===== config.mk =====
export PLATFORM = sky130hd
export DESIGN_NAME = id_ex_operand_stage
export DESIGN_NICKNAME = d
export VERILOG_FILES = /design/src/rtl/id_ex_operand_stage.sv
export SDC_FILE = /design/constraint.sdc
export NUM_CORES = 1
export LEC_CHECK = 0
export ABC_AREA = 0
export CELL_PAD_IN_SITES_DETAIL_PLACEMENT = 1
export CELL_PAD_IN_SITES_GLOBAL_PLACEMENT = 2
export CORE_MARGIN = 5
export CORE_UTILIZATION = 24
export DETAILED_ROUTE_END_ITERATION = 8
export HOLD_SLACK_MARGIN = 0.08
export MAX_ROUTING_LAYER = met4
export PLACE_DENSITY_LB_ADDON = 0.05
export SLEW_MARGIN = 20
export SYNTH_ARGS = -nofsm -noshare
export SYNTH_HDL_FRONTEND = slang
export SYNTH_SLANG_ARGS = --single-unit

===== constraint.sdc =====
create_clock -name clk -period 2.63 [get_ports clk]
set_clock_uncertainty 0.1 [all_clocks]
set_input_delay 0.526 -clock clk [delete_from_list [all_inputs] [get_ports clk]]
set_output_delay 0.526 -clock clk [all_outputs]
set_load 0.01 [all_outputs]

===== src/rtl/id_ex_operand_stage.sv =====
// ID/EX pipeline register with EX/MEM and MEM/WB operand forwarding
// and load-use hazard detection, feeding the 64-bit ALU.
module id_ex_operand_stage #(
  parameter int XLEN = 64,
  parameter int RA_W = 5
) (
  input  logic            clk,
  input  logic            reset,
  input  logic            id_valid,
  input  logic [XLEN-1:0] id_rs1_data,
  input  logic [XLEN-1:0] id_rs2_data,
  input  logic [XLEN-1:0] id_imm,
  input  logic [RA_W-1:0] id_rs1,
  input  logic [RA_W-1:0] id_rs2,
  input  logic [RA_W-1:0] id_rd,
  input  logic            id_alu_src,
  input  logic [3:0]      id_alu_op,
  input  logic            id_reg_write,
  input  logic            id_mem_read,
  input  logic            id_mem_write,
  input  logic            id_mem_to_reg,
  input  logic            id_branch,
  input  logic            stall_in,
  input  logic            flush,
  input  logic            exmem_reg_write,
  input  logic [RA_W-1:0] exmem_rd,
  input  logic [XLEN-1:0] exmem_result,
  input  logic            memwb_reg_write,
  input  logic [RA_W-1:0] memwb_rd,
  input  logic [XLEN-1:0] memwb_result,
  output logic [XLEN-1:0] alu_a,
  output logic [XLEN-1:0] alu_b,
  output logic [3:0]      alu_op,
  output logic [XLEN-1:0] store_data,
  output logic [RA_W-1:0] ex_rd,
  output logic            ex_valid,
  output logic            ex_reg_write,
  output logic            ex_mem_read,
  output logic            ex_mem_write,
  output logic            ex_mem_to_reg,
  output logic            ex_branch,
  output logic            load_use_stall
);

  typedef struct packed {
    logic            valid;
    logic [RA_W-1:0] rs1;
    logic [RA_W-1:0] rs2;
    logic [RA_W-1:0] rd;
    logic [XLEN-1:0] rs1_data;
    logic [XLEN-1:0] rs2_data;
    logic [XLEN-1:0] imm;
    logic            alu_src;
    logic [3:0]      alu_op;
    logic            reg_write;
    logic            mem_read;
    logic            mem_write;
    logic            mem_to_reg;
    logic            branch;
  } id_ex_t;

  id_ex_t q;
  id_ex_t load_d;
  id_ex_t bubble_d;

  always_comb begin
    load_d            = '0;
    load_d.valid      = id_valid;
    load_d.rs1        = id_rs1;
    load_d.rs2        = id_rs2;
    load_d.rd         = id_rd;
    load_d.rs1_data   = id_rs1_data;
    load_d.rs2_data   = id_rs2_data;
    load_d.imm        = id_imm;
    load_d.alu_src    = id_alu_src;
    load_d.alu_op     = id_alu_op;
    load_d.reg_write  = id_valid & id_reg_write;
    load_d.mem_read   = id_valid & id_mem_read;
    load_d.mem_write  = id_valid & id_mem_write;
    load_d.mem_to_reg = id_valid & id_mem_to_reg;
    load_d.branch     = id_valid & id_branch;
  end

  // Bubble keeps data fields; only validity and control are cleared.
  always_comb begin
    bubble_d            = q;
    bubble_d.valid      = 1'b0;
    bubble_d.alu_op     = 4'b0000;
    bubble_d.reg_write  = 1'b0;
    bubble_d.mem_read   = 1'b0;
    bubble_d.mem_write  = 1'b0;
    bubble_d.mem_to_reg = 1'b0;
    bubble_d.branch     = 1'b0;
  end

  assign load_use_stall = q.valid & q.mem_read & id_valid
                        & (q.rd != '0)
                        & ((q.rd == id_rs1) | (q.rd == id_rs2));

  always_ff @(posedge clk) begin
    if (reset)               q <= '0;
    else if (flush)          q <= bubble_d;
    else if (stall_in)       q <= q;
    else if (load_use_stall) q <= bubble_d;
    else                     q <= load_d;
  end

  function automatic logic [XLEN-1:0] fwd(
    input logic [RA_W-1:0] rs,
    input logic [XLEN-1:0] rf
  );
    if (exmem_reg_write && exmem_rd != '0 && exmem_rd == rs)
      return exmem_result;
    else if (memwb_reg_write && memwb_rd != '0 && memwb_rd == rs)
      return memwb_result;
    else
      return rf;
  endfunction

  logic [XLEN-1:0] rs1_fwd;
  logic [XLEN-1:0] rs2_fwd;

  assign rs1_fwd       = fwd(q.rs1, q.rs1_data);
  assign rs2_fwd       = fwd(q.rs2, q.rs2_data);
  assign alu_a         = rs1_fwd;
  assign store_data    = rs2_fwd;
  assign alu_b         = q.alu_src ? q.imm : rs2_fwd;
  assign alu_op        = q.alu_op;
  assign ex_rd         = q.rd;
  assign ex_valid      = q.valid;
  assign ex_reg_write  = q.reg_write;
  assign ex_mem_read   = q.mem_read;
  assign ex_mem_write  = q.mem_write;
  assign ex_mem_to_reg = q.mem_to_reg;
  assign ex_branch     = q.branch;

endmodule


== Yosys cells after proc, flatten, opt, wreduce, memory -nomap -nowiden ==
Index checks and enable logic that the tools add are counted.
Word-level totals
  flip-flop bits (word level): 218
  input bits: 362
  output and inout bits: 208
  logic and storage cells: 50
Cells by class
  eq/ne operators: 6
  mux-type cells: 6
  bitwise operators: 13
  reduce and logical (&&, ||, !) cells: 11
Operators with widths (number)
  $mux 64: 5
  $mux 218: 1
  $eq 5x5->1: 6
  $reduce_bool 5->1: 3
  $and 1x1->1: 9
  $logic_and 1x1->1: 6
  $not 1->1: 3
  $reduce_and 3->1: 1
  $reduce_or 2->1: 1
  $or 1x1->1: 1

== Logic depth before layout (Yosys ltp) ==
  depth after elaboration: 6
  gate-level depth with buffers: 7
  depth with buffers taken out: 5

== Least setup slack after synthesis ==
No wires, ideal clock.
  kind: input port to output port
  start: input port memwb_rd[1]
  end: output port alu_b[13]
  data arrival time: 2.111 ns
  data required time: 2.004 ns
  slack: -0.107 ns
  stages on the path: 6
  path through: or4_4 o211ai_4 buf_6 o21ai_1 a31oi_2 mux2_2
On the way
  word-level cells in the longest chain between the ends: 6
RTL lines
  start: declaration: RTL line 29  | input logic [RA_W-1:0] memwb_rd,
  $reduce_bool 5->1: RTL line 114  | else if (memwb_reg_write && memwb_rd != '0 && memwb_rd == rs)
  $logic_and 1x1->1: RTL line 114
  $logic_and 1x1->1 (*): RTL line 114
  $mux 64 (*): RTL line 114
  $mux 64 (*): RTL line 112  | if (exmem_reg_write && exmem_rd != '0 && exmem_rd == rs)
  named net store_data[13]: RTL line 34  | output logic [XLEN-1:0] store_data,
  $mux 64 (*): RTL line 127  | assign alu_b = q.alu_src ? q.imm : rs2_fwd;
  end: declaration: RTL line 32  | output logic [XLEN-1:0] alu_b,
The timed path passes the listed nets; every way through them passes the cells marked *.

== Final worst setup path ==
  start: input port exmem_rd[1]
  end: output port alu_b[8]
On the way
  word-level cells in the longest chain between the ends: 5
RTL lines
  start: declaration: RTL line 26  | input logic [RA_W-1:0] exmem_rd,
  $reduce_bool 5->1: RTL line 112
  $logic_and 1x1->1: RTL line 112
  $logic_and 1x1->1 (*): RTL line 112
  $mux 64 (*): RTL line 112
  $mux 64 (*): RTL line 127
Mark *: on every way between the ends. The rest lies on a longest branch, timed or not.

==> flow_summary.json <==
{
  "run_status": "finished, violations left",
  "violations": "negative setup slack",
  "post-place-ws_ps": -1370,
  "core_area_sq_mm": 0.0726,
  "max-vdd-ir-drop_mv": 0.422,
  "cts-root-buf": "clkbuf_16",
  "nNetsFinal": 3211,
  "final_layout_size_suffix_gt1_frac": 0.386,
  "cp_num_cells": 10,
  "cap_violations": 0,
  "syn_area_per_cell_sq_um": 8.26,
  "die_area_sq_mm": 0.0783,
  "io_pins": 570,
  "port_buffers": 569,
  "synth_nets": 2476,
  "cp-startpoint": "exmem_rd[1]",
  "cp-end-kind": "output port",
  "hpwl_um": 67700,
  "synth_cells": 2114,
  "final_area_sq_mm": 0.0329,
  "ys_seq_elements": 218,
  "dr.pass1.iters": 4,
  "grt_usage": 0.259,
  "path_class": "input pin to output port",
  "routed-via-count": 20700,
  "area_delta_synth_final_pct": 88.5,
  "final_common_cell": "clkdlybuf4s50_1",
  "p_per_area_mw_per_mm2": 437,
  "setup_violations": 193,
  "cts_tree": "built",
  "start_kind": "input pin",
  "cp_slowest_cell": "or4_4",
  "cp_max_fo": 7,
  "die_h_um": 280,
  "yosys_warnings": 0,
  "drc": 0,
  "worstHoldPathCells": 1,
  "cp_num_buf_inv": 5,
  "synth_area_sq_mm": 0.0175,
  "core.rowCount": 99,
  "fmax_mhz": 300,
  "synth_cell_types": 43,
  "die_w_um": 280,
  "grt_max_degree": 121,
  "place_area_sq_mm": 0.0258,
  "wl_um": 107000,
  "clk_pin_slew_worst_paths_ps": 60,
  "r2r_cells": 7,
  "gp_congestion": 0.906,
  "critical_path_required_ps": 2000,
  "cp.arrival_ps": 2700,
  "worstPathCellList": "buf_6 > or4_4 > o211ai_4 > or2_4 > buf_12 > buf_8 > a31oi_4 > buf_6 > mux2_4 > buf_6",
  "ys.flop_type": "dfxtp_1",
  "fin_tns_setup_ps": -103770,
  "cp-endpoint": "alu_b[8]",
  "finalCritPeriodShare": 1.27,
  "period_needed_ps": 3330,
  "routedWlPerCell_um": 27.7,
  "grt_pass1_vias": 22200,
  "drv_slew": 0,
  "worstMarginPinSlew_ps": 718,
  "timing.reg2reg.setup_slack_ps": 100,
  "crit_family": "simple AND/OR/NAND/NOR gates",
  "hold_viol": 0,
  "clkSinkCount": 218,
  "hp-class": "flip-flop to flip-flop",
  "critical-path-max-stage-delay_ps": 560,
  "rsz0062_at_grt": "true",
  "worstReg2RegStart": "ex_rd[0]",
  "avgViaCountPerCell": 5.35,
  "insertion_delay_ps": 550,
  "ys_seq_area_frac": 0.250,
  "rr_endpoint": "bubble_d[147]",
  "antenna_found_initial": 32,
  "postRouteAntennaNets": 0,
  "leakage_nw": 12.9,
  "final_cell_mix": "365 x clkdlybuf4s50_1, 267 x buf_6, 244 x mux2i_1, 210 x nand2_1",
  "synth_edf_count": 0,
  "clk_path_buf_depth": 3,
  "setup_ws_ps": -700,
  "drtIter0Drc": 1029,
  "final_cells": 3865,
  "cts_hold_buf": 0,
  "path_common_cell": "buf_6",
  "cts-htree-levels": 2,
  "grt_first_pass_wirelength_um": 151000,
  "async_reset_ff_frac": 0,
  "grt.overflow.total": 0,
  "largest_register_ffs": 203,
  "numCtsBuffers": 34,
  "maxSlewHeadroom": 0.521,
  "n_fill_cell": 7871,
  "initial_core_util": 0.241,
  "dp_cells": 3605
}
-- cell usage after synthesis, drive strengths merged, types with 64 or more instances --
cell type    n  share of area
buf         91          0.033
nor2        66          0.014
and3       208          0.074
mux2i      272           0.16
a21oi       65          0.019
a31oi       64          0.044
nand3       71          0.022
o21ai       69          0.021
clkbuf     175          0.038
mux2        64          0.041
a32oi      208           0.10
nor3b      208          0.089
nand2      210          0.045
nor3        64          0.018
dfxtp      218           0.25
-- worst min path at each step --
stage	startpoint	slack [ps]	to
2_1_floorplan	bubble_d[74]	370	bubble_d[74]
3_3_place_gp	ex_reg_write	360	ex_reg_write
3_5_place_dp	ex_mem_write	360	ex_mem_write
4_1_cts	ex_mem_write	380	ex_mem_write
5_1_grt	ex_reg_write	400	ex_reg_write
6_report	ex_mem_write	380	ex_mem_write
-- report_power, final --
group	leakage, nW	internal (mW)	switching (mW)
sequential	1.81	3.60	0.352
combinational	10.5	3.02	2.55
clock	0.567	2.99	1.88
-- cell type report --
class	count	area, sq um	area share
clock buffer	49	1020	0.0310
inverter	1	11.3	0.000342
sequential	218	4390	0.133
clock inverter	11	135	0.00410
tap	959	1200	0.0364
antenna	33	82.6	0.00251
timing repair buffer	965	11000	0.334
multi-input combinational	1629	15100	0.458
-- metal layers --
metal  wire [um]  track usage  vias to the layer above
li1            -            -                     9552
met1       45500        0.308                    10600
met2       54800        0.456                      440
met3        4370       0.0419                      114
met4        2640       0.0719                        0
met5           0            -                        -
-- timing repair --
item | CTS | global route
setup buffers | 106 | 71
cloned | 26 | 11
resized for setup | 1317 | 499
pin swaps | 82 | 92
setup endpoints to repair | 193 | 198
-- cell families after synthesis --
group	synth area share
multiplexers	0.197
AO/OA/AOI/OAI	0.195
AND/OR/NAND/NOR	0.272
buffers and inverters	0.0712
XOR/XNOR	0.0150
flip-flops	0.250
-- per-stage QoR --
| step | power [mW] | hold WS (ps) | utilization |
|---|---|---|---|
| 3_5_place_dp | 8.15 | 363 | 0.355 |
| 6_report | 14.4 | 376 | 0.454 |
| 4_1_cts | 14.0 | 382 | 0.421 |
| 2_1_floorplan | 5.67 | 372 | - |
| 3_3_place_gp | 8.10 | 362 | 0.355 |
| 5_1_grt | 15.0 | 398 | 0.454 |
(Power assumes the default switching activity.)
